==> config.mk <==
export PLATFORM = sky130hd
export DESIGN_NAME = icache_refill_flat
export DESIGN_NICKNAME = d
export VERILOG_FILES = /design/src/rtl/icache_refill_pkg.sv /design/src/rtl/icache_refill_if.sv /design/src/rtl/icache_refill.sv /design/src/flat_wrapper.sv
export SDC_FILE = /design/constraint.sdc
export NUM_CORES = 1
export LEC_CHECK = 0
export CORE_AREA = 5 5 136 99
export CTS_CLUSTER_DIAMETER = 50
export DETAILED_ROUTE_END_ITERATION = 6
export DIE_AREA = 0 0 141 104
export PLACE_DENSITY = 0.76
export SLEW_MARGIN = 25
export SYNTH_ARGS = -nofsm -noshare
export SYNTH_HDL_FRONTEND = slang
export SYNTH_SLANG_ARGS = --single-unit
==> constraint.sdc <==
create_clock -name clk_core -period 1.8 [get_ports clk_core]
set_input_delay 0.27 -clock clk_core [delete_from_list [all_inputs] [get_ports clk_core]]
set_output_delay 0.27 -clock clk_core [all_outputs]
set_load 0.1 [all_outputs]
==> src/rtl/icache_refill_pkg.sv <==
// Shared definitions for the instruction cache refill engine.
//   - icache_refill_state_t : FSM state encoding (ST_FLUSH only with ICACHE_REFILL_FLUSH_EN)
//   - ICF_VALID / ICF_ERR   : bit positions inside the cam flags field
//   - CAM_INDEX_W / CAM_TAG_W : cam index and tag widths
//   - line_word_addr()      : word address of a refill beat, wrapping inside the line
// Optional feature macro: ICACHE_REFILL_FLUSH_EN
package icache_refill_pkg;

    localparam int ICF_VALID   = 0;
    localparam int ICF_ERR     = 1;
    localparam int CAM_INDEX_W = 10;
    localparam int CAM_TAG_W   = 17;

    typedef logic [28:2] word_addr_t;

    typedef enum logic [2:0] {
        ST_IDLE,
        ST_REQ,
        ST_WAIT,
        ST_WRITE
`ifdef ICACHE_REFILL_FLUSH_EN
        , ST_FLUSH
`endif
    } icache_refill_state_t;

    // Upper line bits come from base untouched; the offset bits are
    // (critical word + beat count) with the carry out of the line dropped,
    // so the beat order wraps around inside the aligned line.
    function automatic word_addr_t line_word_addr(input word_addr_t base,
                                                  input logic [4:0] cnt,
                                                  input word_addr_t mask);
        word_addr_t wrapped;
        wrapped = base + word_addr_t'(cnt);
        return (base & ~mask) | (wrapped & mask);
    endfunction

endpackage

==> src/rtl/icache_refill_if.sv <==
// Bus bundle of the refill engine: memory read port plus icache cam write port.
//   master : refill engine side (drives mem_req/mem_addr and the cam write port)
//   slave  : memory bus / cam side
//   mem_req, mem_addr[28:2], mem_gnt, mem_rvalid, mem_rdata[31:0], mem_rerr
//   rf_cam_write_index[11:2], rf_cam_write_req_data, rf_cam_write_data[31:0],
//   rf_cam_write_req_tag_flags, rf_cam_write_tag[28:12], rf_cam_write_flags[1:0]
interface icache_refill_if;

    logic        mem_req;
    logic [28:2] mem_addr;
    logic        mem_gnt;
    logic        mem_rvalid;
    logic [31:0] mem_rdata;
    logic        mem_rerr;

    logic [11:2] rf_cam_write_index;
    logic        rf_cam_write_req_data;
    logic [31:0] rf_cam_write_data;
    logic        rf_cam_write_req_tag_flags;
    logic [28:12] rf_cam_write_tag;
    logic [1:0]  rf_cam_write_flags;

    modport master (
        output mem_req, mem_addr,
        input  mem_gnt, mem_rvalid, mem_rdata, mem_rerr,
        output rf_cam_write_index, rf_cam_write_req_data, rf_cam_write_data,
        output rf_cam_write_req_tag_flags, rf_cam_write_tag, rf_cam_write_flags
    );

    modport slave (
        input  mem_req, mem_addr,
        output mem_gnt, mem_rvalid, mem_rdata, mem_rerr,
        input  rf_cam_write_index, rf_cam_write_req_data, rf_cam_write_data,
        input  rf_cam_write_req_tag_flags, rf_cam_write_tag, rf_cam_write_flags
    );

endinterface

==> src/rtl/icache_refill.sv <==
// Instruction cache refill engine. On a fetch1 miss it reads one aligned line
// from the memory bus, critical word first, one outstanding request at a time,
// and writes every returned word into the cam. A bus error aborts the line.
// With ICACHE_REFILL_FLUSH_EN defined it can also sweep all 1024 cam entries
// to invalid.
// Ports:
//   clk_core, reset_n (synchronous, active low)
//   fe1_flush_req          : invalidate-all request (only with ICACHE_REFILL_FLUSH_EN)
//   fe1_refill_req/addr    : miss request and missing word address, sampled in IDLE
//   rf_busy                : engine not idle
//   rf_done / rf_err       : completion pulse, with abort-on-bus-error flag
//   bus (master)           : memory read port and cam write port
module icache_refill
    import icache_refill_pkg::*;
#(
    parameter int LINE_WORDS = 4
) (
    input  logic        clk_core,
    input  logic        reset_n,
`ifdef ICACHE_REFILL_FLUSH_EN
    input  logic        fe1_flush_req,
`endif
    input  logic        fe1_refill_req,
    input  logic [28:2] fe1_refill_addr,
    output logic        rf_busy,
    output logic        rf_done,
    output logic        rf_err,
    icache_refill_if.master bus
);

    localparam word_addr_t LINE_MASK = word_addr_t'(LINE_WORDS - 1);
    localparam logic [4:0] LAST_CNT  = 5'(LINE_WORDS - 1);

    icache_refill_state_t    state_q, state_d;
    word_addr_t              base_q, base_d;
    logic [4:0]              cnt_q, cnt_d;
    logic                    err_q, err_d;
    logic                    mem_req_q, mem_req_d;
    word_addr_t              mem_addr_q, mem_addr_d;
    logic                    cam_req_data_q, cam_req_data_d;
    logic                    cam_req_tf_q, cam_req_tf_d;
    logic [CAM_INDEX_W-1:0]  cam_index_q, cam_index_d;
    logic [31:0]             cam_data_q, cam_data_d;
    logic [CAM_TAG_W-1:0]    cam_tag_q, cam_tag_d;
    logic [1:0]              cam_flags_q, cam_flags_d;
    logic                    done_q, done_d;
    logic                    done_err_q, done_err_d;

    // Next-state and next-output logic. All bus-facing outputs are computed
    // one cycle ahead here and registered, so the cam strobes are high for
    // exactly the WRITE cycle and mem_req for exactly the REQ cycles.
    // base holds the whole missing word address; its low bits are the
    // critical word offset.
    always_comb begin
        state_d        = state_q;
        base_d         = base_q;
        cnt_d          = cnt_q;
        err_d          = err_q;
        mem_req_d      = mem_req_q;
        mem_addr_d     = mem_addr_q;
        cam_req_data_d = 1'b0;
        cam_req_tf_d   = 1'b0;
        cam_index_d    = cam_index_q;
        cam_data_d     = cam_data_q;
        cam_tag_d      = cam_tag_q;
        cam_flags_d    = cam_flags_q;
        done_d         = 1'b0;
        done_err_d     = 1'b0;

        case (state_q)
            ST_IDLE: begin
`ifdef ICACHE_REFILL_FLUSH_EN
                if (fe1_flush_req) begin
                    state_d      = ST_FLUSH;
                    cam_req_tf_d = 1'b1;
                    cam_index_d  = '0;
                    cam_tag_d    = '0;
                    cam_flags_d  = 2'b00;
                end else
`endif
                if (fe1_refill_req) begin
                    state_d    = ST_REQ;
                    base_d     = fe1_refill_addr;
                    cnt_d      = '0;
                    mem_req_d  = 1'b1;
                    mem_addr_d = fe1_refill_addr;
                end
            end

            ST_REQ: begin
                if (bus.mem_gnt) begin
                    state_d   = ST_WAIT;
                    mem_req_d = 1'b0;
                end
            end

            ST_WAIT: begin
                if (bus.mem_rvalid) begin
                    state_d                = ST_WRITE;
                    err_d                  = bus.mem_rerr;
                    cam_req_data_d         = 1'b1;
                    cam_req_tf_d           = 1'b1;
                    cam_index_d            = mem_addr_q[11:2];
                    cam_data_d             = bus.mem_rdata;
                    cam_tag_d              = base_q[28:12];
                    cam_flags_d[ICF_VALID] = 1'b1;
                    cam_flags_d[ICF_ERR]   = bus.mem_rerr;
                end
            end

            ST_WRITE: begin
                if (err_q || cnt_q == LAST_CNT) begin
                    state_d    = ST_IDLE;
                    done_d     = 1'b1;
                    done_err_d = err_q;
                end else begin
                    state_d    = ST_REQ;
                    cnt_d      = cnt_q + 5'd1;
                    mem_req_d  = 1'b1;
                    mem_addr_d = line_word_addr(base_q, cnt_q + 5'd1, LINE_MASK);
                end
            end

`ifdef ICACHE_REFILL_FLUSH_EN
            // The cam index register doubles as the sweep counter; tag and
            // flags were zeroed on entry and stay zero throughout.
            ST_FLUSH: begin
                if (cam_index_q == '1) begin
                    state_d = ST_IDLE;
                    done_d  = 1'b1;
                end else begin
                    cam_req_tf_d = 1'b1;
                    cam_index_d  = cam_index_q + 1'b1;
                end
            end
`endif

            default: state_d = ST_IDLE;
        endcase
    end

    // State and output registers, cleared by the synchronous reset so a reset
    // in any state drops every strobe on the next edge.
    always_ff @(posedge clk_core) begin
        if (!reset_n) begin
            state_q        <= ST_IDLE;
            base_q         <= '0;
            cnt_q          <= '0;
            err_q          <= 1'b0;
            mem_req_q      <= 1'b0;
            mem_addr_q     <= '0;
            cam_req_data_q <= 1'b0;
            cam_req_tf_q   <= 1'b0;
            cam_index_q    <= '0;
            cam_data_q     <= '0;
            cam_tag_q      <= '0;
            cam_flags_q    <= '0;
            done_q         <= 1'b0;
            done_err_q     <= 1'b0;
        end else begin
            state_q        <= state_d;
            base_q         <= base_d;
            cnt_q          <= cnt_d;
            err_q          <= err_d;
            mem_req_q      <= mem_req_d;
            mem_addr_q     <= mem_addr_d;
            cam_req_data_q <= cam_req_data_d;
            cam_req_tf_q   <= cam_req_tf_d;
            cam_index_q    <= cam_index_d;
            cam_data_q     <= cam_data_d;
            cam_tag_q      <= cam_tag_d;
            cam_flags_q    <= cam_flags_d;
            done_q         <= done_d;
            done_err_q     <= done_err_d;
        end
    end

    assign rf_busy  = (state_q != ST_IDLE);
    assign rf_done  = done_q;
    assign rf_err   = done_err_q;

    assign bus.mem_req                    = mem_req_q;
    assign bus.mem_addr                   = mem_addr_q;
    assign bus.rf_cam_write_req_data      = cam_req_data_q;
    assign bus.rf_cam_write_req_tag_flags = cam_req_tf_q;
    assign bus.rf_cam_write_index         = cam_index_q;
    assign bus.rf_cam_write_data          = cam_data_q;
    assign bus.rf_cam_write_tag           = cam_tag_q;
    assign bus.rf_cam_write_flags         = cam_flags_q;

endmodule

==> src/flat_wrapper.sv <==
// flat-port wrapper written by rule: the top's interface ports become plain ports
module icache_refill_flat import icache_refill_pkg::*;
#(
    parameter int LINE_WORDS = 4
)
  (clk_core, reset_n, fe1_refill_req, fe1_refill_addr, rf_busy, rf_done, rf_err, bus_mem_req, bus_mem_addr, bus_mem_gnt, bus_mem_rvalid, bus_mem_rdata, bus_mem_rerr, bus_rf_cam_write_index, bus_rf_cam_write_req_data, bus_rf_cam_write_data, bus_rf_cam_write_req_tag_flags, bus_rf_cam_write_tag, bus_rf_cam_write_flags);
  icache_refill_if bus_i ();
  input  logic clk_core;
  input  logic reset_n;
  input  logic fe1_refill_req;
  input  logic [28:2] fe1_refill_addr;
  output logic rf_busy;
  output logic rf_done;
  output logic rf_err;
  output wire logic [$bits(bus_i.mem_req)-1:0] bus_mem_req;
  output wire logic [$bits(bus_i.mem_addr)-1:0] bus_mem_addr;
  input wire logic [$bits(bus_i.mem_gnt)-1:0] bus_mem_gnt;
  input wire logic [$bits(bus_i.mem_rvalid)-1:0] bus_mem_rvalid;
  input wire logic [$bits(bus_i.mem_rdata)-1:0] bus_mem_rdata;
  input wire logic [$bits(bus_i.mem_rerr)-1:0] bus_mem_rerr;
  output wire logic [$bits(bus_i.rf_cam_write_index)-1:0] bus_rf_cam_write_index;
  output wire logic [$bits(bus_i.rf_cam_write_req_data)-1:0] bus_rf_cam_write_req_data;
  output wire logic [$bits(bus_i.rf_cam_write_data)-1:0] bus_rf_cam_write_data;
  output wire logic [$bits(bus_i.rf_cam_write_req_tag_flags)-1:0] bus_rf_cam_write_req_tag_flags;
  output wire logic [$bits(bus_i.rf_cam_write_tag)-1:0] bus_rf_cam_write_tag;
  output wire logic [$bits(bus_i.rf_cam_write_flags)-1:0] bus_rf_cam_write_flags;
  assign bus_mem_req = bus_i.mem_req;
  assign bus_mem_addr = bus_i.mem_addr;
  assign bus_i.mem_gnt = bus_mem_gnt;
  assign bus_i.mem_rvalid = bus_mem_rvalid;
  assign bus_i.mem_rdata = bus_mem_rdata;
  assign bus_i.mem_rerr = bus_mem_rerr;
  assign bus_rf_cam_write_index = bus_i.rf_cam_write_index;
  assign bus_rf_cam_write_req_data = bus_i.rf_cam_write_req_data;
  assign bus_rf_cam_write_data = bus_i.rf_cam_write_data;
  assign bus_rf_cam_write_req_tag_flags = bus_i.rf_cam_write_req_tag_flags;
  assign bus_rf_cam_write_tag = bus_i.rf_cam_write_tag;
  assign bus_rf_cam_write_flags = bus_i.rf_cam_write_flags;
  icache_refill #(.LINE_WORDS(LINE_WORDS)) u_core (.clk_core(clk_core), .reset_n(reset_n), .fe1_refill_req(fe1_refill_req), .fe1_refill_addr(fe1_refill_addr), .rf_busy(rf_busy), .rf_done(rf_done), .rf_err(rf_err), .bus(bus_i));
endmodule
==> reports/results.txt, run 1 <==
IO Port Bufs: 158
FILL cells: 989
post-route cell area: 0.00751 mm²
area grow syn2layout: 51.8%
H-Tree Depth: 4
Avg WL per Cell: 16.4 µm
CTS Sinks: 126
root buffer cell: clkbuf_16
antenna violations before repair: 0
Worst-Skew Late Latency: 0.41 ns
final hold violations: 0
crit-path most repeated cell: buf_12
first-pass GRT wire length: 22800 µm
Die Height: 104 µm
Yosys top cell by area: dfxtp_1
routed vias: 4666
internal power: 7760 µW
Rows: 34
sw frac: 43.0%
Synth top area share: 51.0%
GPL Wtd Cong: 0.780
CTS tree: yes
Tmin final: 1.77 ns
clock-pin slew on the worst setup and hold paths: 0.06 ns
largest net degree at the start of global routing: 52
cell area after synthesis: 0.00495 mm²
drt pass-1 iters: 5
vias in the first global route: 4582
Post-DRT Antenna Nets: 0
I/O pins: 159
CP arrival: 2.09 ns
worst clock skew: 0.00758 ns
CP required: 2.11 ns
placed instance area: 0.00660 mm²
share of layout cells above drive strength 1: 25.9%
CP Capture Type: flip-flop
Seq/Total Area, Yosys: 51.0%
GRT overflow: 0
Warnings, synthesis: 0
worst-margin pin slew: 0.326 ns
antenna cells: 0
HP Class: in2reg
die area: 0.0147 mm²
ranking of synthesized cells by area: dfxtp_1, nand2_1, a21oi_1
Power, Total: 13600 µW
CORE AREA: 0.0121 mm²
fin nets: 811
share of power burned in registers: 26.8%
DRT iter0 DRCs: 318
Global Route Usage Sum: 19.2%
leakage power: 0.00290 µW
crit start category: flip-flop
Tcrit/Tclk final: 98.4%
die width: 141 µm
outcome: finished, final reports clean
crit path max fanout: 10
Longest Clk Path Bufs: 2
Peak supply drop: 0.942 mV
P per Cell Area: 1810 mW/mm²
Initial Util: 40.9%
combinational share of power: 44.4%
Vias/cell: 5.10
Mapped Nets: 646
final wirelength: 15000 µm
crit path cell chain: inv_1 > ha_4 > nor2b_4 > o32ai_4 > buf_12 > buf_12 > nor2_1 > a211oi_1
Final setup viols: 0
max_slew headroom: 78.3%
Clock Power Share: 28.8%
kind of critical path: reg2reg
CTS Buf Count: 17
post-synth cell types: 31
DRC: 0
slowest CP cell: dfxtp_4
max-slew violations: 0
HPWL Detailed: 9560 µm
Sw Pwr: 5850 µW
syn_area_per_cell: 8.60 µm²
register bit total from synthesis: 126
CP max stage delay: 0.38 ns
Mapped Cells: 575
highest clock rate: 564 MHz
Max Cap Viol: 0
==> cell type report <==
| class | count | area [µm²] | area share [%] |
|---|---|---|---|
| timing repair buffer | 191 | 1830 | 24.4 |
| clock inverter | 10 | 208 | 2.77 |
| inverter | 5 | 21.3 | 0.283 |
| clock buffer | 22 | 474 | 6.31 |
| multi-input combinational | 399 | 2240 | 29.9 |
| sequential | 126 | 2530 | 33.7 |
| tap | 162 | 203 | 2.70 |
==> routing by layer <==
metal | track usage (%) | share of wire, % | routed length, µm
met3 | 7.17 | 8.7 | 1310
met1 | 23.8 | 43 | 6500
met2 | 30.9 | 47 | 7040
met5 | 0 | 0 | 0
met4 | 6.43 | 1.2 | 182
==> path summary, 6_finish.rpt <==
path,from,to,slack [ns],depth (start not counted)
setup / recovery,u_core.state_q[0],u_core.bus.mem_addr[4],0.03,8
hold reg to reg,u_core.bus.rf_cam_write_data[24],u_core.bus.rf_cam_write_data[24],0.45,2
hold / removal,bus_mem_rdata[24],u_core.bus.rf_cam_write_data[24],0.40,3
setup reg to reg,u_core.state_q[0],u_core.bus.mem_addr[4],0.03,8
==> metrics by stage <==
step	worst slack, ns	setup TNS, ns	instances	utilization (%)	hold slack [ns]
5_1_grt	-0.0174	-0.138	915	62.2	0.395
3_3_place_gp	0.0386	0	871	54.7	0.442
4_1_cts	0.00710	0	903	60.3	0.394
6_report	0.0285	0	915	62.2	0.404
2_1_floorplan	0.00477	0	575	-	0.383
3_5_place_dp	-0.0240	-0.0244	871	54.7	0.449
==> power by group through the flow <==
stage | sequential (µW) | clock (µW) | combinational [µW]
floorplan | 6040 | 0 | 1770
global placement | 3640 | 0 | 5440
detailed placement | 3660 | 0 | 5560
CTS | 3620 | 3990 | 5570
global route | 3700 | 4140 | 6320
finish | 3640 | 3930 | 6040
==> worst max-delay path: cells and delay by family (launching register included) <==
| family | cells | cell delay [ns] |
|---|---|---|
| AO/OA/AOI/OAI | 2 | 0.53 |
| buffers and inverters | 3 | 0.40 |
| flip-flops | 1 | 0.38 |
| adder cells (fa/ha/maj) | 1 | 0.19 |
| AND/OR/NAND/NOR | 2 | 0.19 |
==> Yosys cell counts (all sizes together) <==
cell and n:
nand2 177, dfxtp 126, a21oi 89, nor2 38, mux2i 29, clkbuf 28
a211oi 27, buf 17, ha 6, inv 5, nor3 5, o21ai 5
nor2b 3, nor4b 3, and2 2, mux2 2, nand2b 2, o21a 2
xnor2 2, a311oi 1, and3 1, nand3 1, nor4 1, o211a 1
o32ai 1, o41ai 1
==> cells by family after synthesis <==
kind of cell               synth area share [%]
DFF                                        51.0
xor gates and xnor gates                  0.354
muxes                                      6.32
buffers and inverters                      4.68
adders and majority gates                  1.52
AOI/OAI and AO/OA                          17.2
and+or+nand+nor                            18.9
==> state kept, by name, indices dropped and copies added (netlist names) <==
name	flops
u_core.bus.mem_req	1
u_core.rf_done	1
u_core.bus.rf_cam_write_req_data	1
u_core.err_q	1
u_core.bus.rf_cam_write_data	32
u_core.bus.mem_addr	27
u_core.bus.rf_cam_write_tag	17
u_core.bus.rf_cam_write_flags	1
u_core.state_q	2
u_core.base_q	27
u_core.bus.rf_cam_write_index	10
u_core.cnt_q	5
u_core.rf_err	1
==> timing repair <==
action,4_1_cts,5_1_grt
setup endpoints to repair,0,33
hold buffers,0,0
gates resized for setup,0,15
buffers inserted,0,7
==> cells in the final DEF, fill, tap and decap left out, types with 5 or more instances in the layout <==
cell / n
nand2_1: 176
dfxtp_1: 122
nor3_1: 5
a211oi_1: 5
o21ai_0: 5
nor2_1: 38
a211oi_2: 22
clkbuf_16: 20
buf_4: 107
buf_12: 14
mux2i_1: 29
a21oi_1: 89
bufinv_16: 6
clkdlybuf4s50_1: 64
Note: power is estimated with default switching activity, not from simulation.
==> run 2: changes to the inputs <==
ABC_AREA = 1   (was default)
CELL_PAD_IN_SITES_DETAIL_PLACEMENT = 1   (was default)
CELL_PAD_IN_SITES_GLOBAL_PLACEMENT = 2   (was default)
CORE_AREA = 5 5 184 133   (was 5 5 136 99)
DIE_AREA = 0 0 189 138   (was 0 0 141 104)
PLACE_DENSITY = 0.75   (was 0.76)
==> run 2 against run 1 <==
  * Register-to-register slack improved by 0.15 ns
  * Non-clock buffer count shrank 13
  * Clock-buffer cell count fell by 1
  * Worst setup slack better by 0.091 ns
  * Critical path type is now reg2out
  * Total power up 23%
  * Worst hold slack worse by 0.15 ns
  * Highest routed layer is now met5
  * Sequential share of layout area fell by 0.19 points
==> reports/results.txt, run 2 <==
outcome: finished, final reports clean
Tcrit/Tclk final: 93.4% (-5.1 points)
crit start category: flip-flop
clock-pin slew on the worst setup and hold paths: 0.06 ns (about the same)
post-route cell area: 0.00753 mm² (+0.27%)
fin nets: 883 (+8.9%)
die area: 0.0261 mm² (+78%)
setup TNS: 0 ns (unchanged)
largest net degree at the start of global routing: 58 (+12%)
final hold violations: 0 (unchanged)
Worst Setup EP: rf_busy
number of stages on the worst setup path: 4 (-4)
Mapped Nets: 735 (+14%)
Post-DRT Antenna Nets: 0 (unchanged)
DRC: 0 (unchanged)
HPWL Detailed: 11800 µm (+24%)
commonest non-fill, non-tap cell in the layout: nor2_1
routed vias: 4801 (+2.9%)
max reg flops: 32 (unchanged)
worst-margin pin slew: 0.359 ns (+0.0326 ns)
Synth top area share: 49.6% (-1.4 points)
Peak supply drop: 1.02 mV (+8.3%)
area grow syn2layout: 48.0%
H-Tree Depth: 4 (unchanged)
CP required: 1.53 ns (-0.58 ns)
CORE AREA: 0.0224 mm² (+85%)
Post-synth ARST share: 0% (unchanged)
DRT iter0 DRCs: 159 (-50%)
drt pass-1 iters: 4 (-1)
Seq/Total Area, Yosys: 49.6% (-1.4 points)
antenna violations before repair: 1 (+1)
Top FF cell, synth: dfxtp_1
Final WS setup: 0.119 ns (+0.0909 ns)
GPL Wtd Cong: 0.724 (-7.3%)
P per Cell Area: 2220 mW/mm² (+22%)
Post-synth EDFFs: 0 (unchanged)
slowest CP cell: dfxtp_1
max-slew violations: 0 (unchanged)
crit path max fanout: 4 (-6)
share of layout cells above drive strength 1: 19.2% (-6.7 points)
synth cell count leaders: nor2_1, dfxtp_1, o21ai_0
CP arrival: 1.41 ns (-0.68 ns)
I/O pins: 159 (unchanged)
die width: 189 µm (+34%)
CP Capture Type: primary output
Die Height: 138 µm (+33%)
max_slew headroom: 76.1% (-2.2 points)
r2r endpoint: u_core.bus.mem_addr[15]
root buffer cell: clkbuf_16
Warnings, synthesis: 0 (unchanged)
highest clock rate: 595 MHz (+5.4%)
Avg WL per Cell: 15.6 µm (-5.3%)
Max Cap Viol: 0 (unchanged)
CTS tree: yes
cell area after synthesis: 0.00509 mm² (+2.9%)
Crit. Startpoint: u_core.state_q[0]
R2R depth: 9 (+1)
IO Port Bufs: 158 (unchanged)
Final setup viols: 0 (unchanged)
Rows: 46 (+35%)
syn_area_per_cell: 7.66 µm² (-11%)
Mapped Cells: 664 (+15%)
CP Buf/Inv Count: 3 (unchanged)
Worst-Skew Late Latency: 0.43 ns (+0.02 ns)
Global Route Usage Sum: 13.4% (-5.9 points)
RSZ-0062 raised after global routing: false
cell family with the largest share of critical-path delay: flip-flops
Vias/cell: 4.31 (-15%)
Tmin final: 1.68 ns (-0.0909 ns)
CTS Sinks: 126 (unchanged)
register bit total from synthesis: 126 (unchanged)
most frequent cells in the layout: nor2_1, dfxtp_1, buf_4
post-cts resize count: 0 (unchanged)
worst clock skew: 0.00788 ns (+0.000304 ns)
Initial Util: 22.7% (-18 points)
CP max stage delay: 0.37 ns (about the same)
leakage power: 0.00316 µW (+9.1%)
GRT overflow: 0 (unchanged)
Place WS: 0.111 ns (+0.135 ns)
post-synth cell types: 22 (-29%)
r2r setup slk: 0.18 ns (+0.15 ns)
crit path cell chain: inv_1 > ha_1 > inv_2 > buf_12
Crit Reg-Reg Startpoint: u_core.cnt_q[0]
placed instance area: 0.00695 mm² (+5.3%)
kind of critical path: reg2out
HP Class: in2reg
Longest Clk Path Bufs: 2 (unchanged)
CTS Hold Buffers Added: 0 (unchanged)
CTS Buf Count: 17 (unchanged)
vias in the first global route: 4829 (+5.4%)
Yosys top cell by area: dfxtp_1
first-pass GRT wire length: 27700 µm (+21%)
final wirelength: 17300 µm (+15%)
most frequent cell after synthesis: nor2_1
ranking of synthesized cells by area: dfxtp_1, nor2_1, o21ai_0
Power, Total: 16700 µW (+23%)
Post CTS Setup Buffer Count: 0 (unchanged)
post-layout util: 33.6% (-29 points)
antenna cells: 0 (unchanged)
[run 2: cells by family (layout without fill, tap and decap cells)]
kind of cell             Yosys count  count (layout)  share of synthesized area (%)
AND/OR/NAND/NOR                  306             306                           24.0
flip-flops                       126             126                           49.6
buffers and inverters             72             233                           7.03
adder cells (fa/ha/maj)            6               6                           1.48
XOR/XNOR                           1               1                          0.172
multiplexers                      26              26                           5.11
AO/OA/AOI/OAI                    127             127                           12.6
[run 2: worst min path at each step]
stage                                   from                       to  slack [ns]  cells after the start
after detailed placement  u_core.bus.mem_req       u_core.bus.mem_req        0.47                      2
after global placement    u_core.bus.mem_req       u_core.bus.mem_req        0.45                      2
after global routing                 reset_n  u_core.bus.mem_addr[25]        0.26                      3
after floorplan           fe1_refill_addr[2]         u_core.base_q[0]        0.43                      2
final                                reset_n  u_core.bus.mem_addr[25]        0.26                      3
after CTS                            reset_n  u_core.bus.mem_addr[25]        0.24                      3
[run 2: worst reg2reg max path, cell delays in order (launching register included)]
cell	delay, ns
dfxtp_1	0.38
ha_2	0.25
inv_2	0.04
nor2_2	0.11
nand2_1	0.08
nand2_2	0.08
nand2_4	0.13
buf_12	0.21
a21oi_1	0.16
nor2_1	0.07
[run 2: where the power goes]
group	switching (µW)	internal (µW)
Sequential	584	3610
Clock	1320	2100
Combinational	6600	2500
Total	8510	8210
[run 2: layer usage]
layer / share of wire (%) / wire length, µm / global-route usage, %
met1: 49 / 8450 / 17.6
met2: 43 / 7520 / 20.1
met3: 6.7 / 1150 / 5.56
met4: 0.98 / 169 / 3.87
met5: 0.064 / 11 / 0
[run 2: through the flow]
step,hold slack [ns],instances
after global placement,0.452,1081
after global routing,0.260,1113
after detailed placement,0.466,1081
after CTS,0.241,1113
after floorplan,0.434,664
final,0.259,1113
[run 2: area by class of cell]
cell class / instances / area (µm²)
Clock buffer: 21 / 460
Clock inverter: 11 / 116
Fill cell: 2657 / 14900
Inverter: 23 / 86.3
Multi-Input combinational cell: 466 / 2220
Sequential cell: 126 / 2520
Tap cell: 288 / 360
Timing Repair Buffer: 178 / 1770
==> run 3: changes to the inputs <==
TNS_END_PERCENT = 100   (was default)
==> results of run 3 <==
No change in the layout: final DEF, timing and power equal those of run 2.
